[config.mk]
export PLATFORM = sky130hd
export DESIGN_NAME = mux_sel_reg_flat
export DESIGN_NICKNAME = d
export VERILOG_FILES = /design/src/rtl/mux_sel_reg_if.sv /design/src/rtl/mux_sel_reg.sv /design/src/flat_wrapper.sv
export SDC_FILE = /design/constraint.sdc
export NUM_CORES = 1
export LEC_CHECK = 0
export BUFFER_PORTS_ARGS = -buffer_cell sky130_fd_sc_hd__buf_2
export CELL_PAD_IN_SITES_DETAIL_PLACEMENT = 0
export CELL_PAD_IN_SITES_GLOBAL_PLACEMENT = 1
export CORE_ASPECT_RATIO = 0.8
export CORE_MARGIN = 5
export CORE_UTILIZATION = 36
export DETAILED_ROUTE_END_ITERATION = 16
export GPL_TIMING_DRIVEN = 0
export PLACE_DENSITY = 0.91
export SLEW_MARGIN = 20
export SYNTH_ARGS = -nofsm -noshare
export SYNTH_HDL_FRONTEND = slang
export SYNTH_SLANG_ARGS = --single-unit
[constraint.sdc]
create_clock -name clk -period 5.9 [get_ports clk]
set_clock_uncertainty 0.2 [all_clocks]
set_input_delay 1.18 -clock clk [delete_from_list [all_inputs] [get_ports clk]]
set_output_delay 1.18 -clock clk [all_outputs]
set_load 0.005 [all_outputs]
[src/rtl/mux_sel_reg_if.sv]
// Bus between the mux_sel_reg and its sources/consumer: packed channel
// sources, single-capture request port, scan control and the captured output.
interface mux_sel_reg_if #(
    parameter int WIDTH    = 8,
    parameter int CHANNELS = 8,
    parameter int SEL_W    = 3
);
    logic [CHANNELS*WIDTH-1:0] din;
    logic [SEL_W-1:0]          sel;
    logic                      req;
    logic                      req_ready;
    logic                      scan;
    logic [WIDTH-1:0]          y;
    logic [SEL_W-1:0]          y_ch;
    logic                      y_err;
    logic                      y_valid;
    logic                      y_ready;
    logic                      scan_busy;
    logic                      scan_done;

    // Handshake: a request transfers on a rising edge where req & req_ready;
    // an output word transfers where y_valid & y_ready. Once raised, y_valid
    // and y/y_ch/y_err stay stable until the word is taken.
    modport master (
        output din, sel, req, scan, y_ready,
        input  req_ready, y, y_ch, y_err, y_valid, scan_busy, scan_done
    );

    modport slave (
        input  din, sel, req, scan, y_ready,
        output req_ready, y, y_ch, y_err, y_valid, scan_busy, scan_done
    );
endinterface

[src/rtl/mux_sel_reg.sv]
// Registered CHANNELS:1 mux with a one-deep output register, valid/ready
// handshake, and a scan mode that captures every channel once, in order.
module mux_sel_reg #(
    parameter int WIDTH    = 8,
    parameter int CHANNELS = 8,
    parameter int SEL_W    = 3
) (
    input  logic         clk,
    input  logic         reset,
    mux_sel_reg_if.slave bus,
    output logic         o_dbg_state
);

    typedef enum logic {
        ST_IDLE = 1'b0,
        ST_SCAN = 1'b1
    } state_t;

    state_t           r_state;
    logic [SEL_W-1:0] r_scan_idx;
    logic [WIDTH-1:0] r_y;
    logic [SEL_W-1:0] r_y_ch;
    logic             r_y_err;
    logic             r_y_valid;
    logic             r_scan_done;

    logic             w_slot_free;
    logic             w_req_fire;
    logic             w_sel_in_range;
    logic             w_scan_last;
    logic [WIDTH-1:0] w_sel_data;
    logic [WIDTH-1:0] w_scan_data;

    // Out-of-range selects match no channel and therefore read as zero.
    always_comb begin
        w_sel_data  = '0;
        w_scan_data = '0;
        for (int k = 0; k < CHANNELS; k++) begin
            if (bus.sel == SEL_W'(k))
                w_sel_data = bus.din[k*WIDTH +: WIDTH];
            if (r_scan_idx == SEL_W'(k))
                w_scan_data = bus.din[k*WIDTH +: WIDTH];
        end
    end

    assign w_slot_free    = !r_y_valid || bus.y_ready;
    assign w_sel_in_range = 32'(bus.sel) < 32'(CHANNELS);
    assign w_scan_last    = (r_scan_idx == SEL_W'(CHANNELS - 1));
    assign w_req_fire     = bus.req && bus.req_ready;

    always_ff @(posedge clk) begin
        if (reset) begin
            r_state     <= ST_IDLE;
            r_scan_idx  <= '0;
            r_y         <= '0;
            r_y_ch      <= '0;
            r_y_err     <= 1'b0;
            r_y_valid   <= 1'b0;
            r_scan_done <= 1'b0;
        end else begin
            r_scan_done <= 1'b0;
            // A consume clears valid; a load in the same cycle overrides it.
            if (r_y_valid && bus.y_ready)
                r_y_valid <= 1'b0;

            case (r_state)
                ST_IDLE: begin
                    if (bus.scan) begin
                        r_state    <= ST_SCAN;
                        r_scan_idx <= '0;
                    end else if (w_req_fire) begin
                        r_y       <= w_sel_data;
                        r_y_ch    <= bus.sel;
                        r_y_err   <= !w_sel_in_range;
                        r_y_valid <= 1'b1;
                    end
                end
                ST_SCAN: begin
                    if (w_slot_free) begin
                        r_y       <= w_scan_data;
                        r_y_ch    <= r_scan_idx;
                        r_y_err   <= 1'b0;
                        r_y_valid <= 1'b1;
                        if (w_scan_last) begin
                            r_state     <= ST_IDLE;
                            r_scan_done <= 1'b1;
                        end else begin
                            r_scan_idx <= r_scan_idx + SEL_W'(1);
                        end
                    end
                end
                default: r_state <= ST_IDLE;
            endcase
        end
    end

    assign bus.req_ready = (r_state == ST_IDLE) && w_slot_free && !bus.scan;
    assign bus.y         = r_y;
    assign bus.y_ch      = r_y_ch;
    assign bus.y_err     = r_y_err;
    assign bus.y_valid   = r_y_valid;
    assign bus.scan_busy = (r_state == ST_SCAN);
    assign bus.scan_done = r_scan_done;
    assign o_dbg_state   = r_state;

endmodule

[src/flat_wrapper.sv]
// flat-port wrapper written by rule: the top's interface ports become plain ports
module mux_sel_reg_flat 
#(
    parameter int WIDTH    = 8,
    parameter int CHANNELS = 8,
    parameter int SEL_W    = 3
)
  (clk, reset, o_dbg_state, bus_din, bus_sel, bus_req, bus_scan, bus_y_ready, bus_req_ready, bus_y, bus_y_ch, bus_y_err, bus_y_valid, bus_scan_busy, bus_scan_done);
  mux_sel_reg_if #(.WIDTH(WIDTH), .CHANNELS(CHANNELS), .SEL_W(SEL_W)) bus_i ();
  input  logic clk;
  input  logic reset;
  output logic o_dbg_state;
  input wire logic [$bits(bus_i.din)-1:0] bus_din;
  input wire logic [$bits(bus_i.sel)-1:0] bus_sel;
  input wire logic [$bits(bus_i.req)-1:0] bus_req;
  input wire logic [$bits(bus_i.scan)-1:0] bus_scan;
  input wire logic [$bits(bus_i.y_ready)-1:0] bus_y_ready;
  output wire logic [$bits(bus_i.req_ready)-1:0] bus_req_ready;
  output wire logic [$bits(bus_i.y)-1:0] bus_y;
  output wire logic [$bits(bus_i.y_ch)-1:0] bus_y_ch;
  output wire logic [$bits(bus_i.y_err)-1:0] bus_y_err;
  output wire logic [$bits(bus_i.y_valid)-1:0] bus_y_valid;
  output wire logic [$bits(bus_i.scan_busy)-1:0] bus_scan_busy;
  output wire logic [$bits(bus_i.scan_done)-1:0] bus_scan_done;
  assign bus_i.din = bus_din;
  assign bus_i.sel = bus_sel;
  assign bus_i.req = bus_req;
  assign bus_i.scan = bus_scan;
  assign bus_i.y_ready = bus_y_ready;
  assign bus_req_ready = bus_i.req_ready;
  assign bus_y = bus_i.y;
  assign bus_y_ch = bus_i.y_ch;
  assign bus_y_err = bus_i.y_err;
  assign bus_y_valid = bus_i.y_valid;
  assign bus_scan_busy = bus_i.scan_busy;
  assign bus_scan_done = bus_i.scan_done;
  mux_sel_reg #(.WIDTH(WIDTH), .CHANNELS(CHANNELS), .SEL_W(SEL_W)) u_core (.clk(clk), .reset(reset), .bus(bus_i), .o_dbg_state(o_dbg_state));
endmodule
Word-level counts from Yosys, hierarchy flattened
Index checks and enable logic that the tools add are counted.

Output and inout port bits: 17. Word-level logic and storage cells: 83. Input port bits: 72. Bits in registers: 18.

Bitwise operators: 2. $add $sub $neg: 1. Equal/unequal tests: 19. Reduce and logical (&&, ||, !) cells: 12. Multiplexer cells: 42.

Operators with widths (count): 8-bit two-way mux (19); 3-bit == test, second input constant (8); 3-bit two-way mux (6); 8-bit one-hot mux with 2 select lines (1); 3-bit by 2-bit == test with 1-bit output, second input constant (4); 3-bit one-hot mux with 2 select lines (2); 1-bit two-way mux (11); 2-bit != test, second input constant (4); 3-bit by 1-bit == test with 1-bit output, second input constant (2); 3-bit logical NOT (2); 1-bit one-hot mux with 2 select lines (3); 3-bit AND reduction (2); 1-bit logical AND (4); 3-bit by 1-bit adder with 3-bit output, second input constant (1); 3-bit OR reduction (1); 1-bit logical NOT (2); 2-bit by 1-bit != test with 1-bit output, second input constant (1); 1-bit NOT (2); 1-bit logical OR (1).

Depth between registers and ports, before layout
Depth after elaboration: 12. Depth in mapped cells: 9. Depth with buffers taken out: 7.

Least setup slack after synthesis
OpenSTA, ideal clock, no wires.

Path type: input -> output. From: input bus_y_ready. To: output bus_req_ready. Buffers on the path: 0. Cell stages on the path: 2. Setup slack: 3.143 ns. Required time: 4.520 ns. Arrival: 1.377 ns. Cells stage by stage: nor2b_1 > nor3_1.

Cells in the longest elaborated chain, start to end: 3.

RTL lines: from (decl) (line flat_wrapper.sv:17) `input wire logic [$bits(bus_i.y_ready)-1:0] bus_y_ready;`; 1-bit logical OR (line mux_sel_reg.sv:46) `assign w_slot_free = !r_y_valid || bus.y_ready;`; 1-bit logical AND (2 in a row) (line mux_sel_reg.sv:97) `assign bus.req_ready = (r_state == ST_IDLE) && w_slot_free && !bus.scan;`; to (decl) (line flat_wrapper.sv:18) `output wire logic [$bits(bus_i.req_ready)-1:0] bus_req_ready;`.

Every way passes these cells.

Worst setup path in the final report
Ends and elaborated chain as after synthesis.

==> results.cfg <==
[place]
place.gp.congestion = 0.928
post-dp-hpwl_um = 6670
dp.cells = 465
port_buffers = 86

[power_and_ir_drop]
p_comb_frac = 0.452
power_switching_mw = 0.159
pwr-share-seq = 0.319
switching_share = 0.380
leakage_nw = 1.17
p_clk_frac = 0.229
power.total_mw = 0.419
p_int_mw = 0.260
power_density_mw_per_mm2 = 155
peakVddDrop_mv = 0.0775

[synthesis]
synthArstFlopShare = 0
ys_ff_latch = 17
synth.distinct_cells = 56
yosysSeqAreaShare = 0.160
synth_cells = 298
postSynthAreaPerCell_um2 = 7.12
syn_area_mm2 = 0.00212
ys_warn_count = 0
syn-num-nets = 376
synth_flop_cell = dfxtp_1
synth-edff-count = 0

[timing]
relSlewSlack = 0.563
fin_crit_sh = 0.510
slew_violations = 0
finalCriticalPeriod_ns = 3.01
hold_slack_ns = 0.305
hold_viol_final = 0
setup_viol = 0
worst_pin_slew_ns = 0.651
fmax_mhz = 332
grt_setup_unrepaired = false
finalSetupTns_ns = 0

[clock_tree]
postCtsSetupBuffers = 0
post_cts_resize_count = 0
cts_sinks = 17
root_buffer = clkbuf_8
cts_tree = yes
cts_buffers = 3
clk_pin_slew_ns = 0.08
ctsLongestPathBuffers = 2
insertion_delay_ns = 0.27
postCtsHoldBufs = 0
htreeDepth = 1

[critical_path]
reg2reg_depth = 8
endpoint = bus_req_ready
critPathKind = in -> out
reg2reg_setup_slack_ns = 3.11
crit_path_end_kind = primary output
cp.arrival_ns = 1.63
startpoint = bus_y_ready
worstReg2RegStart = u_core.r_scan_idx[2]
critPathLaunchType = primary input
cp_max_fo = 2
regToRegEndpoint = u_core.bus.y[6]
required_ns = 4.52

[layout]
diodes = 0
drive_gt1_frac = 0.312
final_net_count = 467
syn2layout_area_growth_pct = 27.2
utilization = 0.464
stdcell_count = 469
fill_cells = 636

[route]
ant_nets = 0
remaining_drc_errors = 0
vias = 2820
drt-total-wl_um = 8510
vias_per_cell = 6.01
post_drt_wl_per_cell_um = 18.1
drt-initial-drc-count = 296
dr.pass1.iters = 5

[global_route]
grt_pass1_vias = 2662
grt_usage = 0.220
grt_pass1_wl_um = 12900
grt_overflow = 0
grt_max_degree = 11
antenna_found_initial = 0

[hold_path]
holdCritPathClass = reg -> reg
hp-start = u_core.bus.y_ch[2]

[floorplanning]
fp.dieW_um = 95.8
row_count = 25
die_h_um = 78.7
core_mm2 = 0.00582
dieArea_mm2 = 0.00754
io_pins = 89
start_util = 0.365

[outcome]
status = completed

[flow_run]
drv_cap = 0
layout by cell type, fill, tap and decap left out, drive strengths merged, types with 2 or more instances in the layout:
cell type and count:
mux2i 7, a311oi 4, a221oi 15, clkbuf 12, o32ai 5, a211oi 5, a21oi 22, nand3b 2
clkinv 3, nor2b 15, o2bb2ai 2, inv 11, or2 3, a211o 3, nor2 23, a22oi 3
a22o 3, nand2b 3, dfxtp 17, buf 104, ha 6, o41ai 2, nand2 26, a221o 2
o22ai 4, mux2 8, o31a 2, o22a 3, nand3 7, o21ai 31, a31oi 10, o211ai 5
nor3 5
cell families (layout without fill, tap and decap cells):
group,after synthesis,in the layout,share of synthesized area
AO/OA/AOI/OAI,131,131,0.427
AND/OR/NAND/NOR,88,88,0.199
buffers and inverters,40,130,0.101
flip-flops,17,17,0.160
multiplexers,15,15,0.0755
adder cells (fa/ha/maj),6,6,0.0354
other,1,1,0.00177
power by group through the flow:
stage	Sequential (mW)	Clock (mW)	Combinational, mW
4_1_cts	0.134	0.0960	0.186
5_1_grt	0.135	0.103	0.205
6_report	0.134	0.0959	0.189
2_1_floorplan	0.137	0	0.111
3_5_place_dp	0.136	0	0.185
3_3_place_gp	0.136	0	0.183
layer usage:
layer | vias up | GRT usage | share of wire
li1 | 1313 | - | -
met1 | 1315 | 0.308 | 0.43
met2 | 175 | 0.340 | 0.44
met3 | 17 | 0.0460 | 0.11
met4 | 0 | 0.0554 | 0.016
met5 | - | 0 | 0
state kept, by name, summed over array words and instances, names as in the netlist:
| name | count |
|---|---|
| u_core.bus.scan_busy | 1 |
| u_core.bus.scan_done | 1 |
| u_core.bus.y | 8 |
| u_core.bus.y_ch | 3 |
| u_core.bus.y_valid | 1 |
| u_core.r_scan_idx | 3 |
how the worst min path moves through the flow:
| stage | to | cells past startpoint |
|---|---|---|
| after floorplan | u_core.r_scan_idx[0] | 2 |
| after global placement | u_core.bus.y_ch[1] | 2 |
| after detailed placement | u_core.bus.y_ch[2] | 2 |
| after CTS | u_core.bus.y_ch[2] | 2 |
| after global routing | u_core.bus.y_ch[1] | 2 |
| final | u_core.bus.y_ch[2] | 2 |
synth_stat cells (2+ instances only):
master / instances / share of area
a221o_1: 2 / 0.0094
buf_6: 2 / 0.011
mux2i_1: 7 / 0.033
a311oi_1: 4 / 0.017
o22a_1: 3 / 0.012
a211oi_1: 5 / 0.018
o41ai_1: 2 / 0.0083
or2_2: 2 / 0.0059
o21ai_0: 30 / 0.071
ha_1: 6 / 0.035
o31a_1: 2 / 0.0083
o211ai_1: 5 / 0.018
o32ai_1: 5 / 0.021
a31oi_1: 10 / 0.029
a22o_1: 3 / 0.012
nor2_1: 23 / 0.041
nand2_1: 26 / 0.046
buf_4: 6 / 0.021
nor2b_1: 14 / 0.041
a221oi_1: 14 / 0.058
nand3b_1: 2 / 0.0071
buf_2: 8 / 0.019
a211o_1: 3 / 0.012
clkinv_1: 2 / 0.0035
mux2_2: 8 / 0.042
a22oi_1: 3 / 0.011
o22ai_1: 4 / 0.012
o2bb2ai_1: 2 / 0.0083
inv_1: 11 / 0.019
clkbuf_1: 9 / 0.016
a21oi_1: 22 / 0.052
nor3_1: 5 / 0.012
nand2b_1: 3 / 0.0088
dfxtp_1: 17 / 0.16
nand3_1: 7 / 0.017
final cells by class:
class                   instances  area (µm²)  share of cell area
repair buffers                 86         430               0.159
clock buffers                   3        41.3              0.0153
well taps                      81         101              0.0375
inverters                      13        48.8              0.0181
plain buffers                  27         165              0.0612
multi-input cells             241        1570               0.581
clock inverters                 1        5.00             0.00185
flip-flops and latches         17         340               0.126
metrics by stage:
| step | setup slack (ns) | area (µm²) |
|---|---|---|
| 6_report | 2.89 | 2700 |
| 5_1_grt | 2.87 | 2700 |
| 4_1_cts | 2.89 | 2700 |
| 3_5_place_dp | 2.89 | 2650 |
| 3_3_place_gp | 2.90 | 2650 |
| 2_1_floorplan | 3.14 | 2120 |
worst max-delay path, stage by stage:
cell and delay, ns:
buf_2 0.10, nor2b_1 0.14, nor3_1 0.06, buf_2 0.15
Note: power is estimated with default switching activity, not from simulation.
